--- src/rtl/combiner_pkg.sv ---
// Shared types and helpers for the N-channel pulse-train combiner.
// Keeps mode encodings, width arithmetic and saturation in one place for all combiner files.
package combiner_pkg;

    typedef enum logic [1:0] {
        MODE_BYPASS = 2'b00,
        MODE_SUM    = 2'b01,
        MODE_NORM   = 2'b10
    } mode_e;

    typedef enum logic {
        ST_IDLE = 1'b0,
        ST_RUN  = 1'b1
    } state_e;

    // Working width for saturation; any ACC_W up to this value is supported.
    localparam int SAT_W = 64;

    typedef struct packed {
        logic signed [SAT_W-1:0] value;
        logic                    ovf;
    } sat_t;

    function automatic int clog2(input int unsigned v);
        int r;
        r = 0;
        for (int i = 0; i < 32; i++) begin
            if ((32'd1 << i) < v) r = i + 1;
        end
        return r;
    endfunction

    function automatic int flog2(input int unsigned v);
        int r;
        r = 0;
        for (int i = 0; i < 32; i++) begin
            if ((32'd1 << i) <= v) r = i;
        end
        return r;
    endfunction

    // The reserved encoding 2'b11 runs as a plain sum.
    function automatic mode_e mode_fixup(input logic [1:0] m);
        mode_e r;
        case (m)
            2'b00:   r = MODE_BYPASS;
            2'b10:   r = MODE_NORM;
            default: r = MODE_SUM;
        endcase
        return r;
    endfunction

    // Clamp x into the signed dw-bit range; ovf reports that clamping happened.
    function automatic sat_t saturate(input logic signed [SAT_W-1:0] x, input int unsigned dw);
        logic signed [SAT_W-1:0] one;
        logic signed [SAT_W-1:0] hi;
        logic signed [SAT_W-1:0] lo;
        sat_t r;
        one     = SAT_W'(1);
        hi      = (one <<< (dw - 1)) - one;
        lo      = -hi - one;
        r.value = x;
        r.ovf   = 1'b0;
        if (x > hi) begin
            r.value = hi;
            r.ovf   = 1'b1;
        end else if (x < lo) begin
            r.value = lo;
            r.ovf   = 1'b1;
        end
        return r;
    endfunction

endpackage

--- src/rtl/combiner_delay_line.sv ---
// Circular-address delay line: tap returns the word written DEPTH writes ago.
// The address only advances on wr_en, so the delay is counted in accepted samples.
module combiner_delay_line
    import combiner_pkg::*;
#(
    parameter int WIDTH = 18,
    parameter int DEPTH = 100
) (
    input  logic             clk,
    input  logic             rst_n,
    input  logic             wr_en,
    input  logic [WIDTH-1:0] din,
    output logic [WIDTH-1:0] tap
);
    localparam int AW = (DEPTH > 1) ? clog2(DEPTH) : 1;

    logic [WIDTH-1:0] mem [DEPTH];
    logic [AW-1:0]    ptr;

    assign tap = mem[ptr];

    // NOTE: storage deliberately has no reset so it maps onto SRL/RAM; callers never use stale words.
    always_ff @(posedge clk) begin
        if (wr_en) mem[ptr] <= din;
    end

    always_ff @(posedge clk or negedge rst_n) begin
        if (!rst_n) begin
            ptr <= '0;
        end else if (wr_en) begin
            ptr <= (ptr == AW'(DEPTH - 1)) ? '0 : ptr + AW'(1);
        end
    end

endmodule

--- src/rtl/combiner_nch.sv ---
// N-channel pulse-train combiner: sums n_sub consecutive DELAY-sample sub-pulses per channel
// through a recirculating delay line and emits one saturated or normalised combined sub-pulse.
module combiner_nch
    import combiner_pkg::*;
#(
    parameter  int DATA_W    = 16,
    parameter  int N_CH      = 2,
    parameter  int DELAY     = 100,
    parameter  int COMB_FACT = 4,
    localparam int CW        = clog2(COMB_FACT + 1)
) (
    input  logic                   clk,
    input  logic                   rst_n,
    input  logic                   trig,
    input  logic [1:0]             mode,
    input  logic [CW-1:0]          n_sub,
    input  logic [N_CH*DATA_W-1:0] din,
    output logic [N_CH*DATA_W-1:0] dout,
    output logic                   dout_valid,
    output logic                   busy,
    output logic [N_CH-1:0]        ovf
);
    localparam int ACC_W = DATA_W + clog2(COMB_FACT);
    localparam int SW    = clog2(DELAY);
    localparam logic signed [ACC_W-1:0] ACC_ZERO = '0;

    if (DELAY < 2) begin : g_bad_delay
        $error("combiner_nch: DELAY must be at least 2");
    end
    if (COMB_FACT < 1) begin : g_bad_fact
        $error("combiner_nch: COMB_FACT must be at least 1");
    end
    if (ACC_W > SAT_W) begin : g_bad_width
        $error("combiner_nch: accumulator wider than saturation helper");
    end

    state_e        state;
    state_e        state_nxt;
    mode_e         mode_q;
    logic [CW-1:0] n_sub_q;
    logic [CW-1:0] n_fix;
    logic [CW-1:0] shift_q;
    logic [CW-1:0] p_cnt;
    logic [SW-1:0] s_cnt;
    logic          run;
    logic          start;
    logic          s_last;
    logic          p_last;

    logic signed [DATA_W-1:0] din_ch  [N_CH];
    logic signed [ACC_W-1:0]  tap_ch  [N_CH];
    logic signed [ACC_W-1:0]  line_in [N_CH];
    logic        [DATA_W-1:0] sat_val [N_CH];
    logic        [N_CH-1:0]   sat_ovf;

    assign run    = (state == ST_RUN);
    assign busy   = run;
    assign s_last = (s_cnt == SW'(DELAY - 1));
    assign p_last = (p_cnt == n_sub_q - CW'(1));

    always_comb begin
        n_fix = n_sub;
        if (n_sub == '0)                  n_fix = CW'(1);
        else if (n_sub > CW'(COMB_FACT))  n_fix = CW'(COMB_FACT);
    end

    // NOTE: every output of this block gets a default first, so no path can infer a latch.
    always_comb begin
        state_nxt = state;
        start     = 1'b0;
        case (state)
            ST_IDLE: begin
                if (trig) begin
                    state_nxt = ST_RUN;
                    start     = 1'b1;
                end
            end
            ST_RUN: begin
                if (s_last && p_last) state_nxt = ST_IDLE;
            end
            default: state_nxt = ST_IDLE;
        endcase
    end

    // NOTE: clocked state uses non-blocking assignments so all registers update from pre-edge values.
    always_ff @(posedge clk or negedge rst_n) begin
        if (!rst_n) state <= ST_IDLE;
        else        state <= state_nxt;
    end

    always_ff @(posedge clk or negedge rst_n) begin
        if (!rst_n) begin
            mode_q  <= MODE_BYPASS;
            n_sub_q <= '0;
            shift_q <= '0;
            s_cnt   <= '0;
            p_cnt   <= '0;
        end else if (start) begin
            mode_q  <= mode_fixup(mode);
            n_sub_q <= n_fix;
            shift_q <= CW'(flog2(32'(n_fix)));
            s_cnt   <= '0;
            p_cnt   <= '0;
        end else if (run) begin
            if (s_last) begin
                s_cnt <= '0;
                p_cnt <= p_last ? '0 : p_cnt + CW'(1);
            end else begin
                s_cnt <= s_cnt + SW'(1);
            end
        end
    end

    for (genvar c = 0; c < N_CH; c++) begin : g_ch
        logic signed [ACC_W-1:0] scaled;
        sat_t                    sat_r;

        assign din_ch[c] = din[c*DATA_W +: DATA_W];

        // Pass 0 ignores the tap, which is what makes stale line contents harmless.
        assign line_in[c] = ACC_W'(din_ch[c]) + ((p_cnt == '0) ? ACC_ZERO : tap_ch[c]);

        combiner_delay_line #(
            .WIDTH (ACC_W),
            .DEPTH (DELAY)
        ) u_line (
            .clk   (clk),
            .rst_n (rst_n),
            .wr_en (run),
            .din   (line_in[c]),
            .tap   (tap_ch[c])
        );

        assign scaled     = (mode_q == MODE_NORM) ? (line_in[c] >>> shift_q) : line_in[c];
        assign sat_r      = saturate(SAT_W'(scaled), DATA_W);
        assign sat_val[c] = DATA_W'(sat_r.value);
        assign sat_ovf[c] = sat_r.ovf;
    end

    always_ff @(posedge clk or negedge rst_n) begin
        if (!rst_n) begin
            dout       <= '0;
            dout_valid <= 1'b0;
            ovf        <= '0;
        end else begin
            dout_valid <= 1'b0;
            if (start) ovf <= '0;
            if (run && mode_q == MODE_BYPASS) begin
                dout       <= din;
                dout_valid <= 1'b1;
            end else if (run && p_last) begin
                dout_valid <= 1'b1;
                ovf        <= ovf | sat_ovf;
                for (int c = 0; c < N_CH; c++) begin
                    dout[c*DATA_W +: DATA_W] <= sat_val[c];
                end
            end
        end
    end

endmodule

--- config.mk ---
export PLATFORM = sky130hd
export DESIGN_NAME = combiner_nch
export DESIGN_NICKNAME = d
export VERILOG_FILES = /design/src/rtl/combiner_pkg.sv /design/src/rtl/combiner_delay_line.sv /design/src/rtl/combiner_nch.sv
export SDC_FILE = /design/constraint.sdc
export NUM_CORES = 2
export LEC_CHECK = 0
export BUFFER_PORTS_ARGS = -buffer_cell sky130_fd_sc_hd__buf_2
export CAP_MARGIN = 0
export CORE_ASPECT_RATIO = 1.1
export CORE_UTILIZATION = 35
export CTS_BUF_LIST = sky130_fd_sc_hd__clkbuf_8
export CTS_CLUSTER_SIZE = 25
export DETAILED_ROUTE_END_ITERATION = 8
export GPL_TIMING_DRIVEN = 0
export MAX_ROUTING_LAYER = met4
export PLACE_DENSITY = 0.48
export RECOVER_POWER = 25
export SLEW_MARGIN = 20
export SYNTH_ARGS = -nofsm -noshare
export SYNTH_HDL_FRONTEND = slang
export SYNTH_SLANG_ARGS = --single-unit
--- constraint.sdc ---
create_clock -name clk -period 29.1 [get_ports clk]
set_input_delay 5.82 -clock clk [delete_from_list [all_inputs] [get_ports clk]]
set_output_delay 5.82 -clock clk [all_outputs]
set_load 0.005 [all_outputs]
Word level (Yosys, flattened, before mapping) --
Memories as Yosys holds them, arrays and structs flattened. Cells that the tools add are included.
Cells by class: bitwise gates (word level) 2, shift-type cells 2, eq/ne operators 6, mux-type cells 35, magnitude comparators 7, add/sub/neg operators 7, reductions and logical operators 11
Operators by type and width (count):
- $mux 18 | 4
- $mux 17 | 4
- $mux 32 | 2
- $add 16x18->18 | 2
- $gt 18x16->1 const B | 2
- $lt 18x16->1 const B | 2
- $sshr 18x3->18 | 2
- $mux 7 | 5
- $add 7x1->7 const B | 3
- $eq 7x7->1 const B | 3
- $mux 3 | 7
- $mux 1 | 8
- $logic_not 3->1 | 2
- $mux 2 | 3
- $reduce_bool 2->1 | 3
- $eq 2x2->1 const B | 2
- $logic_not 2->1 | 2
- $pmux 2 s2 | 1
- $add 3x1->3 const B | 1
- $eq 3x3->1 | 1
- $gt 3x3->1 const B | 1
- $le 2x3->1 const A | 1
- $le 3x3->1 const A | 1
- $logic_and 1x1->1 | 3
- 5 further kinds | 5
Word-level totals: logic and storage cells 83, memories 2, register bits after elaboration 68, output and inout port bits 36, bits in writable memories 3600, bits of input ports 40
Memory list:
- g_ch[0].u_line.mem | words 100, width 18, rd ports 1, clocked after memory_dff 0, wr ports 1, RTL line combiner_delay_line.sv:17 | logic [WIDTH-1:0] mem [DEPTH];
- g_ch[1].u_line.mem | words 100, width 18, rd ports 1, clocked after memory_dff 0, wr ports 1, RTL line combiner_delay_line.sv:17

Logic depth before layout (Yosys ltp) --
depth in word-level cells 11, mapped depth 31, depth with buffers taken out 23

By module --
Synthesis repeated with hierarchy kept, for this count alone.
Unflattened totals: cells, all modules 9014, area total of the unflattened synthesis 145962.5 sq um
By module, submodules not included:
- combiner_delay_line | cells an instance 4120, instances 2, area an instance 70071.0 sq um, seq. area each 54227.0 sq um
- combiner_nch | cells an instance 774, instances 1, area an instance 5820.6 sq um, seq. area each 1276.2 sq um

Worst setup path before layout --
Ideal clock, no wire load.
path type input to register, start input port din[0], end register dout[7], setup time 76 ps, arrival time 12604 ps, stages 12, slack 16420 ps, cell sequence ha_1 inv_1 fa_1 nor2b_1 o21ai_0 a21oi_1 o21ai_0 o311ai_1 a21oi_1 and2_1 o31a_1 o21ai_1
Between the ends: word-level cells in the longest chain between the ends 8, elaborated cells on any way between the ends 9, those cells by class add/sub (1); order compare (2); shift (1); mux (5)
RTL lines:
- start: declaration | RTL line combiner_nch.sv:17 | input logic [N_CH*DATA_W-1:0] din,
- $add 16x18->18 * | RTL line combiner_nch.sv:121 | assign line_in[c] = ACC_W'(din_ch[c]) + ((p_cnt == '0) ? ACC_ZERO : tap_ch[c]);
- via g_ch[0].u_line.din[10] | RTL line combiner_delay_line.sv:12 | input logic [WIDTH-1:0] din,
- $sshr 18x3->18 | RTL line combiner_nch.sv:134 | assign scaled = (mode_q == MODE_NORM) ? (line_in[c] >>> shift_q) : line_in[c];
- $mux 18 * | RTL line combiner_nch.sv:134
- $lt 18x16->1 | RTL line combiner_pkg.sv:67 | end else if (x < lo) begin
- $mux 17 | RTL line combiner_pkg.sv:67
- $mux 17 * | RTL line combiner_pkg.sv:64 | if (x > hi) begin
- $mux 32 * | RTL line combiner_nch.sv:151 | end else if (run && p_last) begin
- $mux 32 * | RTL line combiner_nch.sv:148 | if (run && mode_q == MODE_BYPASS) begin
- end signal: assignment | RTL line combiner_nch.sv:149 | dout <= din;
- end signal: indexed assignment | RTL line combiner_nch.sv:155 | dout[c*DATA_W +: DATA_W] <= sat_val[c];
- end: declaration | RTL line combiner_nch.sv:18 | output logic [N_CH*DATA_W-1:0] dout,
The timed path passes the listed nets; every way through them passes the cells marked *. The select of a mux whose other input is x is not followed. A chain may end at the register's enable or synchronous reset.

Final worst setup path --
start register g_ch[0].u_line.ptr[0], end register dout[1]
Between the ends: word-level cells in the longest chain between the ends 10, elaborated cells on any way between the ends 11, those cells by class add/sub (1); order compare (2); shift (1); mux (6); memory (1)
RTL lines:
- start: declaration | RTL line combiner_delay_line.sv:18 | logic [AW-1:0] ptr;
- start signal: assignment | RTL line combiner_delay_line.sv:31 | ptr <= (ptr == AW'(DEPTH - 1)) ? '0 : ptr + AW'(1);
- $mem_v2 100x18 *
- $mux 18 * | RTL line combiner_nch.sv:121
- $add 16x18->18 * | RTL line combiner_nch.sv:121
- via g_ch[0].u_line.din[16] | RTL line combiner_delay_line.sv:12
- $sshr 18x3->18 | RTL line combiner_nch.sv:134
- $mux 18 * | RTL line combiner_nch.sv:134
- $lt 18x16->1 | RTL line combiner_pkg.sv:67
- $mux 17 | RTL line combiner_pkg.sv:67
- $mux 17 * | RTL line combiner_pkg.sv:64
- $mux 32 * | RTL line combiner_nch.sv:151
- $mux 32 * | RTL line combiner_nch.sv:148
Marked as above.

==> results.md <==
* Antenna Nets Post-Route at 0
* Worst VDD drop at 0.270 mV
* Ys async rst share at 1.77%
* Vias in the first global route at 87700
* Storage cell area at 110000 um^2
* Reg2reg start: g_ch[0].u_line.ptr[0]
* Mean Syn Cell Area at 17.7 um^2
* Final wirelength at 667000 um
* Post-Synthesis Cell Area at 138000 um^2
* Largest net degree at the start of global routing at 91
* Via count at ~94000
* P_leak at 0.0514 uW
* Hold depth at 2
* Height of the die at around 660 um
* Power share of the clock group at 16.6%
* Final-report max-slew violation count at 1203
* Final setup viols at 0
* YS warnings at 0
* Initial Utilization at 35.2%
* IO Count at 76
* Clock Latency Late Sink at 1.29 ns
* Commonest non-fill, non-tap cell in the layout: edfxtp_1
* Clock Sinks at 3665
* Violated checks: max-capacitance violations, max-slew violations
* Core box area at 392000 um^2
* Detailed-placement wirelength estimate at 469000 um
* Setup tns final at 0 ns
* Post-route cell area at 164000 um^2
* Outcome: finished with violations
* Switching Share at 43.0%
* Fmax at 70.9 MHz
* Slowest CP cell: nor2_1
* Crit. End Element: flip-flop
* Num CTS Buffers at about 620
* Critical path data required time at 30.21 ns
* Resized Gates After CTS at 0
* Worst EP arrival at 15.22 ns
* Initial antenna violation count at 62
* Min-delay src: ovf[1]
* Fin nets at roughly 9000
* Post-DP Area at about 160000 um^2
* #FFs+latches synth at around 3700
* Period minus WS final at roughly 14 ns
* Die W at 601 um
* DRC viols at 0
* Bufs on Longest Clock Path at 4
* Fraction of layout cells with a size suffix above 1 at 17.9%
* RSZ-0062 raised after global routing: no
* Crit Path Class: reg2reg
* GRT Util Overall at 33.9%
* Hold Vio Cnt, Final at 0
* Rel. slew slack at -135%
* Slew @ Worst Pin at 3.52 ns
* Post-Syn Instances at a little under 8000
* DR WL/cell at 45.5 um
* CP startpoint kind: flip-flop
* GRT overflow at 0
* Period utilization at between 40% and 50%
* Area delta synth->final at 18.5%
* Cell variety after synth at 97
* Via/cell ratio at approximately 6.4
* Cell Int Power at 14600 uW
* DIE AREA at 397000 um^2
* Port-buffer cells at 75
* Setup Buffers After CTS at 0
* Post-synth EDFFs at 3600
* Most frequent cells in the layout: edfxtp_1 (3600), a22oi_1 (1146), clkbuf_8 (630), clkbuf_1 (329), nor2_1 (256)
* Power Dens Cells at about 160 nW/um^2
* H-tree depth at 6
* CP max stage delay at 1.77 ns
* Worst R2R Setup Slack at 14.99 ns
* First-pass GRT wire length at 859000 um
* Most frequent CP cell: clkbuf_1
* Part of the power in combinational logic at 45.2%
* Worst-case clock skew at around 0.10 ns
* CTS tree: done
* # rows at 241
* Post-CTS Hold Buffers at 0
* Sequential share of the synthesized area at roughly four fifths
* CP max FO at 46
* Worst R2R Path Depth at 25
* FILL cells at 35300
* Sw Pwr at 11000 uW
* R2R Path End: dout[1]
* Hold WC Path Type: reg2reg
* Max_cap viols at 112
* 1st-iter DRT viols at roughly 15000
* Root buf cell: clkbuf_8
* Area of the multi-input gates at roughly 27000 um^2
* Syn nets at 7875
* 1st-pass router iterations at 9
* RePlAce Congestion at between 0.9 and 1
* Post-synth top flop: edfxtp_1
* Clock slew at reported path FFs at 0.07 ns
* Part of the power in registers at 38.3%
* WHS Endpoint: ovf[1]
[cell families (layout without fill, tap and decap cells)]
kind of cell / Yosys count / in the layout / share of synthesized area, %
AOI/OAI and AO/OA: 2409 / 2409 / 12.9
xor gates and xnor gates: 38 / 38 / 0.263
adders and majority gates: 42 / 42 / 0.391
buffers and inverters: 566 / 2162 / 1.79
DFF: 3665 / 3665 / 79.4
muxes: 194 / 194 / 2.08
other: 0 / 61 / 0
and+or+nand+nor: 879 / 879 / 3.12
[worst max-delay path by stage]
| stage | from | endpoint | slack [ns] | cells past startpoint |
|---|---|---|---|---|
| 3_5_place_dp | din[16] | g_ch[1].u_line.mem[49][16] | 18.93 | 16 |
| 4_1_cts | g_ch[0].u_line.ptr[1] | dout[1] | 18.94 | 27 |
| 3_3_place_gp | g_ch[0].u_line.ptr[0] | g_ch[0].u_line.mem[33][10] | 6.66 | 21 |
| 5_1_grt | g_ch[0].u_line.ptr[0] | dout[1] | 15.26 | 29 |
| 2_1_floorplan | din[0] | dout[7] | 16.42 | 12 |
| 6_report | g_ch[0].u_line.ptr[0] | dout[1] | 14.99 | 25 |
[synth_stat cells, drive strengths merged, types with 13 or more instances]
cell type  number  area share [%]
a211oi         25            0.14
a21oi         163            0.62
a221oi        248             1.6
a22o          189             1.2
a22oi        1146             6.2
a31oi         130            0.59
a41oi          87            0.55
buf           271            0.98
clkbuf        256            0.70
dfrtp          65             1.2
edfxtp       3600              78
ha             40            0.36
inv            36           0.098
mux2           68            0.56
mux2i          60            0.43
mux4           66             1.1
nand2         175            0.49
nand3          49            0.19
nand4         184            0.83
nor2          319            0.88
nor2b          21           0.095
nor3           41            0.17
nor4           19           0.086
o2111ai        15            0.10
o211ai         50            0.27
o21ai         212            0.77
o22ai          32            0.15
or3            14           0.063
xnor2          23            0.15
xor2           13           0.082
[state kept, by name, summed over array words and instances, names as in the netlist, 2 cells and up]
register,cells
g_ch.u_line.mem,3600
dout,32
g_ch.u_line.ptr,14
s_cnt,7
p_cnt,3
mode_q,2
ovf,2
shift_q,2
[area by class of cell]
| type | instances | share of cell area (%) |
|---|---|---|
| diodes | 61 | 0.0933 |
| plain buffers | 527 | 1.49 |
| clock buffers | 630 | 5.30 |
| clock inverters | 448 | 1.32 |
| inverters | 39 | 0.106 |
| multi-input cells | 3562 | 16.3 |
| flip-flops and latches | 3665 | 67.1 |
| well taps | 5224 | 3.99 |
| repair buffers | 518 | 4.28 |
[power by group through the flow]
stage                     Sequential, uW  Combinational [uW]  Clock (uW)
after detailed placement            9880               11200           0
after floorplan                    10400                4080           0
after global placement             11200                8880           0
after global routing                9810               11600        4450
final                               9790               11600        4240
after CTS                           9780               11200        4230
[per-layer routing]
layer / up-vias / share of wire, % / global-route usage [%]
li1: 35200 / - / -
met1: 48700 / 34 / 37.9
met2: 7815 / 45 / 51.7
met3: 2354 / 11 / 8.63
met4: 0 / 10 / 27.4
met5: - / 0 / -
[critical path: cells and delay by family, from the launching register on]
kind	cells	cell delay, ns
buffers and inverters	9	6.85
and+or+nand+nor	5	3.35
AOI/OAI and AO/OA	10	2.89
adders and majority gates	1	0.44
DFF	1	0.35
[metrics by stage]
step           cells  setup slack [ns]  hold slack (ns)  power, uW  util, %
5_1_grt        14700             15.26            0.547      25800     41.7
3_5_place_dp   13500             18.93            0.497      21100     39.7
3_3_place_gp   13100              6.66            0.506      20100     37.0
2_1_floorplan   7793             16.42            0.479      14500        -
4_1_cts        14600             18.94            0.525      25200     42.4
6_report       14700             14.99            0.531      25600     41.7
Note: power is estimated with default switching activity, not from simulation.
